`src/rtl/fsm_1011_bit_serializer.sv`:
```
// ---------------------------------------------------------------------------
// fsm_1011_bit_serializer
//
// Upstream feeder for the 1011 sequence detector. Parallel words arrive over a
// valid/ready handshake and leave one bit per enabled clock on x. A one-word
// holding register lets consecutive words stream with no gap, so a pattern
// that spans a word boundary still reaches the detector intact.
//
// Parameters:
//   WIDTH      bits per word (2..32)
//   MSB_FIRST  1 = bit WIDTH-1 goes out first, 0 = bit 0 goes out first
//
// Ports:
//   clk         clock, all logic on the rising edge
//   rst         synchronous active-high reset
//   load_data   parallel word to serialize
//   load_valid  load_data is valid this cycle
//   load_ready  block can accept a word this cycle (holding register empty)
//   bit_en      bit strobe; each high cycle advances x by one bit
//   x           serial bit to the detector (flop output)
//   x_valid     x carries a real data bit this cycle (flop output)
//   word_done   high while the last bit of a word is on x
//   busy        shifter or holding register occupied
// ---------------------------------------------------------------------------
module fsm_1011_bit_serializer #(
  parameter int WIDTH     = 8,
  parameter bit MSB_FIRST = 1'b1
) (
  input  logic             clk,
  input  logic             rst,
  input  logic [WIDTH-1:0] load_data,
  input  logic             load_valid,
  output logic             load_ready,
  input  logic             bit_en,
  output logic             x,
  output logic             x_valid,
  output logic             word_done,
  output logic             busy
);

  localparam int CW = (WIDTH > 2) ? $clog2(WIDTH) : 1;
  localparam logic [CW-1:0] LAST_IDX = CW'(WIDTH - 1);

  typedef enum logic {
    IDLE  = 1'b0,
    SHIFT = 1'b1
  } state_t;

  state_t           state_q;
  logic [WIDTH-1:0] shift_q;
  logic [WIDTH-1:0] hold_q;
  logic             hold_full_q;
  logic [CW-1:0]    bit_cnt_q;

  logic             accept;
  logic             last_bit;
  logic [WIDTH-1:0] shift_d;

  // The shifter is cleared whenever the block goes idle, so the outgoing bit
  // can be taken straight from the shift register flop: x is 0 when idle and
  // never depends on combinational input paths.
  assign load_ready = ~hold_full_q;
  assign accept     = load_valid & load_ready;
  assign last_bit   = (state_q == SHIFT) && (bit_cnt_q == LAST_IDX);
  assign shift_d    = MSB_FIRST ? {shift_q[WIDTH-2:0], 1'b0}
                                : {1'b0, shift_q[WIDTH-1:1]};

  assign x         = MSB_FIRST ? shift_q[WIDTH-1] : shift_q[0];
  assign x_valid   = (state_q == SHIFT);
  assign word_done = last_bit;
  assign busy      = (state_q == SHIFT) | hold_full_q;

  // Serializer state machine. A word accepted while idle goes directly into
  // the shifter without waiting for bit_en. While shifting, an accepted word
  // parks in the holding register. When the last bit advances, the held word
  // (or, if none, a word accepted on this same edge) takes over the shifter
  // so the bit stream stays contiguous across words. The later hold_full_q
  // assignment in the direct-load path overrides the parking assignment above
  // it, so a word loaded straight into the shifter is never also held.
  always_ff @(posedge clk) begin
    if (rst) begin
      state_q     <= IDLE;
      shift_q     <= '0;
      hold_q      <= '0;
      hold_full_q <= 1'b0;
      bit_cnt_q   <= '0;
    end else begin
      case (state_q)
        IDLE: begin
          if (accept) begin
            shift_q   <= load_data;
            bit_cnt_q <= '0;
            state_q   <= SHIFT;
          end
        end
        SHIFT: begin
          if (accept) begin
            hold_q      <= load_data;
            hold_full_q <= 1'b1;
          end
          if (bit_en) begin
            if (bit_cnt_q == LAST_IDX) begin
              bit_cnt_q <= '0;
              if (hold_full_q) begin
                shift_q     <= hold_q;
                hold_full_q <= 1'b0;
              end else if (accept) begin
                shift_q     <= load_data;
                hold_full_q <= 1'b0;
              end else begin
                shift_q <= '0;
                state_q <= IDLE;
              end
            end else begin
              shift_q   <= shift_d;
              bit_cnt_q <= bit_cnt_q + 1'b1;
            end
          end
        end
        default: state_q <= IDLE;
      endcase
    end
  end

endmodule

```
`config.mk`:
```
export PLATFORM = sky130hd
export DESIGN_NAME = fsm_1011_bit_serializer
export DESIGN_NICKNAME = d
export VERILOG_FILES = /design/src/rtl/fsm_1011_bit_serializer.sv
export SDC_FILE = /design/constraint.sdc
export NUM_CORES = 1
export LEC_CHECK = 0
export ABC_CLOCK_PERIOD_IN_PS = 1300
export CAP_MARGIN = 10
export CORE_MARGIN = 3
export CORE_UTILIZATION = 40
export CTS_CLUSTER_SIZE = 40
export DETAILED_ROUTE_END_ITERATION = 8
export HOLD_SLACK_MARGIN = 0.08
export PLACE_DENSITY = 0.76
export REMOVE_ABC_BUFFERS = 1
export SYNTH_ARGS = -nofsm -noshare
export SYNTH_HDL_FRONTEND = slang
export SYNTH_SLANG_ARGS = --single-unit
```
`constraint.sdc`:
```
create_clock -name clk -period 1.3 [get_ports clk]
set_input_delay 0.325 -clock clk [delete_from_list [all_inputs] [get_ports clk]]
set_output_delay 0.325 -clock clk [all_outputs]
set_load 0.02 [all_outputs]
```
Word level (Yosys, flattened, before mapping)
Index checks and enable logic that the tools add are counted.
Operators by class
  eq/ne operators: 3
  bitwise gates (word level): 4
  mux-type cells: 20
  $add $sub $neg: 1
  reductions and logical operators: 3
Operator list (number)
  8-bit 2-to-1 mux: 5
  8-bit case mux with 2 select lines: 1
  1-bit 2-to-1 mux: 9
  3-bit 2-to-1 mux: 3
  3-bit case mux with 2 select lines: 1
  2-bit != test (second input constant): 2
  2-bit AND reduction: 2
  3-bit by 1-bit adder with 3-bit output (second input constant): 1
  3-bit == test (second input constant): 1
  1-bit NOT: 2
  1-bit case mux with 2 select lines: 1
  1-bit bitwise AND: 1
  1-bit logical AND: 1
  1-bit OR: 1
Word-level totals
  flip-flop bits (word level): 21

Depth between registers and ports, before layout
Gate-level depths: netlist of the first run.
  word-level depth: 7
  mapped depth: 6
  depth with buffers taken out: 5

Worst setup path before layout of the first run
Ideal clock, no wire load.
  kind: register -> register
  from: register bit_cnt_q[0]
  to: register shift_q[0]
  library setup time: 0.091 ns
  stages on the path, launching flop included: 6
  setup slack: -0.091 ns
  period minus slack after synthesis: 1.391 ns
  required time: 1.209 ns
  arrival time: 1.299 ns
  cells stage by stage: dfxtp_1 ha_1 ha_1 and2_1 o21ai_1 a311oi_1
On the way
  longest elaborated chain between the ends: 4
RTL lines
  from (decl): line 53  | logic [CW-1:0] bit_cnt_q;
  from (signal assigned): line 116  | bit_cnt_q <= bit_cnt_q + 1'b1;
  3-bit == test: line 102  | if (bit_cnt_q == LAST_IDX) begin
  8-bit 2-to-1 mux: line 102
  8-bit 2-to-1 mux: line 101  | if (bit_en) begin
  8-bit case mux with 2 select lines: line 88  | case (state_q)
  to (signal assigned): line 91  | shift_q <= load_data;
  to (signal assigned): line 105  | shift_q <= hold_q;
  to (signal assigned): line 108  | shift_q <= load_data;
  to (decl): line 50  | logic [WIDTH-1:0] shift_q;
Every way passes these cells. The select of a mux whose other input is x is not followed.
A chain may end at the register's enable or synchronous reset.

Worst setup path after layout of the first run
  from: register bit_cnt_q[0]
  to: output word_done
On the way
  longest elaborated chain between the ends: 2
RTL lines
  3-bit == test: line 64  | assign last_bit = (state_q == SHIFT) && (bit_cnt_q == LAST_IDX);
  1-bit logical AND: line 64
  to (decl): line 37  | output logic word_done,
Every way passes these cells.

==> results of run 1 <==
==> stage by stage <==
step,power [mW],instances,TNS (ns)
6_report,1.49,203,-1.32
5_1_grt,1.58,203,-2.33
4_1_cts,1.48,198,-1.27
3_5_place_dp,1.12,193,-8.58
3_3_place_gp,1.11,193,-7.80
2_1_floorplan,0.924,119,-4.05
==> synth_stat cells (all sizes together) <==
master and count:
dfxtp 21, nand2 13, nor2 10, nor3 9, o21ai 9, a311oi 8
mux2i 8, nand2b 8, nand3b 8, a31o 7, buf 7, a21oi 5
and2 3, clkbuf 3, ha 2, nand3 2, a211oi 1, and3b 1
inv 1, nor3b 1, or2 1, or3b 1
==> area by class of cell <==
class	count	area share
Multi-Input combinational cell	97	0.432
Timing Repair Buffer	49	0.274
Sequential cell	21	0.252
Tap cell	31	0.0228
Clock buffer	3	0.0132
Inverter	1	0.00368
Clock inverter	1	0.00294
==> per-layer routing <==
metal / part of all wire / GRT usage / routed length, um
met1: 0.44 / 0.222 / 1360
met2: 0.49 / 0.315 / 1510
met3: 0.051 / 0.0216 / 155
met4: 0.014 / 0.0728 / 42
met5: 0 / 0 / 0
==> state kept, by name, summed over array words and instances, names as in the netlist <==
signal       cells
x_valid          1
bit_cnt_q        3
hold_full_q      1
hold_q           8
shift_q          8
==> timing repair <==
action	CTS	global route
gates resized for setup	47	6
buffers inserted	1	4
pin swaps	3	4
cloned	0	1
endpoints found under the setup margin	23	20
==> worst register-to-register path: cells and delay by family (launching register included) <==
kind,cells,cell delay (ns)
DFF,1,0.37
buffers and inverters,1,0.21
adders and majority gates,2,0.26
AOI/OAI and AO/OA,3,0.55
==> cells by family after synthesis <==
kind of cell,after synthesis
adders and majority gates,2
AOI/OAI and AO/OA,30
buffers and inverters,11
and+or+nand+nor,57
DFF,21
muxes,8
==> power groups by stage <==
stage / Combinational (mW) / Clock [mW] / Sequential [mW]
floorplan: 0.180 / 0 / 0.744
global placement: 0.382 / 0 / 0.728
detailed placement: 0.394 / 0 / 0.729
CTS: 0.422 / 0.339 / 0.717
global route: 0.491 / 0.361 / 0.724
finish: 0.456 / 0.321 / 0.718
==> path summary, 6_finish.rpt <==
check / startpoint / to / slack [ns] / cells past startpoint
min reg2reg: hold_q[3] / hold_q[3] / 0.52 / 2
min: hold_q[3] / hold_q[3] / 0.52 / 2
max reg2reg: bit_cnt_q[0] / shift_q[6] / -0.17 / 6
max: bit_cnt_q[0] / word_done / -0.26 / 4
==> summary.md, run 1 <==
| Metric | Value |
|---|---|
| Grt ovf | `0` |
| Vias in the first global route | `~1100` |
| Rows | `19` |
| Worst-Skew Late Latency | `between 0.3 and 0.4 ns` |
| Largest family of logic cells by synthesized area | `simple AND/OR/NAND/NOR gates` |
| Worst path slowest cell | `dfxtp_2` |
| Area leader, netlist | `dfxtp_1` |
| Post-synthesis adder-cell area fraction | `0.0213` |
| Worst-path fanout max | `2` |
| Max Fclk | `643 MHz` |
| DR pass1 iterations | `4` |
| Most frequent cells in the layout | `26 x buf_4, 17 x dfxtp_1, 11 x nand2_1` |
| Layout Utilization | `0.611` |
| Floorplan core area | `2780 um2` |
| Slew @ Worst Pin | `between 0.2 and 0.25 ns` |
| Syn Inst Count | `about 130` |
| Distinct cells, synth | `28` |
| Final setup fails | `10` |
| Worst path bufs/invs | `1` |
| Seq pwr share | `0.480` |
| Routed wire length | `3.07 mm` |
| Setup WS post-layout | `-0.256 ns` |
| Die Span Y | `60.1 um` |
| Clock power share | `0.215` |
| Worst Hold Class | `reg -> reg` |
| Share of cells above drive strength 1 | `0.384` |
| Failing checks | `setup timing` |
| RSZ-0062 raised after global routing | `yes` |
| Count of state elements after synthesis | `21` |
| Critical path launch point type | `flip-flop` |
| Largest net degree at the start of global routing | `22` |
| Post-Synth XOR/XNOR Area | `0` |
| TritonCTS buffer count | `3` |
| Synth area leaders | `dfxtp_1 36%, a311oi_2 9.0%, mux2i_1 6.8%` |
| Layout area overhead | `45.0%` |
| Leakage power | `approximately 0.68 nW` |
| Initial antenna violation count | `0` |
| Sw Ratio | `0.295` |
| Crit path cell chain | `ha_4 -> ha_4 -> and2_4 -> buf_6` |
| Cell Pwr Density | `just under 900 nW/um2` |
| CTS hold repair buffers | `0` |
| Sequential cell area | `about 430 um2` |
| Warnings from Yosys | `0` |
| Hpwl dp | `2.04 mm` |
| Die Wd | `approximately 60 um` |
| Largest delay contributor family on the critical path | `flip-flops` |
| Crit Path Class | `reg -> out` |
| Clk_skew | `roughly 0.0077 ns` |
| Nets | `187` |
| Period utilisation layout | `1.20` |
| Initial DRC count | `35` |
| Dpl ws | `-0.456 ns` |
| Vias | `between 1000 and 1500` |
| Sink Count | `21` |
| Combinational Power Share | `0.305` |
| Min cycle time layout | `1.56 ns` |
| CP most frequent cell | `ha_4` |
| Die ar. | `between 3000 and 4000 um2` |
| Hold Violations, Final | `0` |
| Max-slew headroom | `0.844` |
| Initial Util | `0.422` |
| Post-route ant nets | `0` |
| Mapped Area | `~1200 um2` |
| Cell Area, Placed | `between 1500 and 2000 um2` |
| Total GRT Usage | `0.181` |
| CP required | `approximately 0.98 ns` |
| Mux share of post-synthesis cell area | `0.0683` |
| # fillers | `221` |
| Compound-Gate Fraction of Synth Area | `0.216` |
| Pins Over Slew Limit | `0` |
| Final Cell Area | `1700 um2` |
| Worst setup EP type | `output port` |
| N_diodes | `0` |
| Worst Path Arrival | `1.23 ns` |
| Sw Pwr | `440 uW` |
| Internal | `around 1.1 mW` |
| CP max stage delay | `approximately 0.35 ns` |
| First-pass GRT wire length | `4.93 mm` |
| CTS tree | `done` |
| Syn avg cell area | `between 9 and 10 um2` |
| Commonest non-fill, non-tap cell in the layout | `buf_4` |
| CTS Buffer Depth | `2` |
| Reported max-cap violation count | `0` |
| Area of the multi-input gates | `between 700 and 800 um2` |
| Register area share after synthesis | `0.359` |
| GP Congestion | `about 0.85` |
| H-tree depth | `1` |
| IR drop worst, VDD | `roughly 660 uV` |
| Area share of the largest cell type after synthesis | `0.359` |
| Status | `complete, but fails checks` |
| Root buffer cell | `clkbuf_4` |
| Clk pin slew, worst setup/hold paths | `between 0.1 and 0.15 ns` |
| Vias per std cell | `5.54` |
| Drt wl/cell | `about 15 um` |
| I/O pins | `17` |
| # DRC | `0` |
| Fin Hold WS | `0.519 ns` |
| Simple-gate share of the synthesized area | `0.275` |
| IO Port Bufs | `16` |
Note: power is estimated with default switching activity, not from simulation.
==> inputs of run 2 (changes only) <==
Settings changed: HOLD_SLACK_MARGIN 0.08 to 0.02.
==> results of run 2 <==
The final DEF is identical to that of run 1; final timing and power are the same.
==> inputs of run 3 (changes only) <==
Settings changed: CTS_CLUSTER_SIZE 40 to unset.
==> results of run 3 <==
The final DEF is identical to that of run 1; final timing and power are the same.
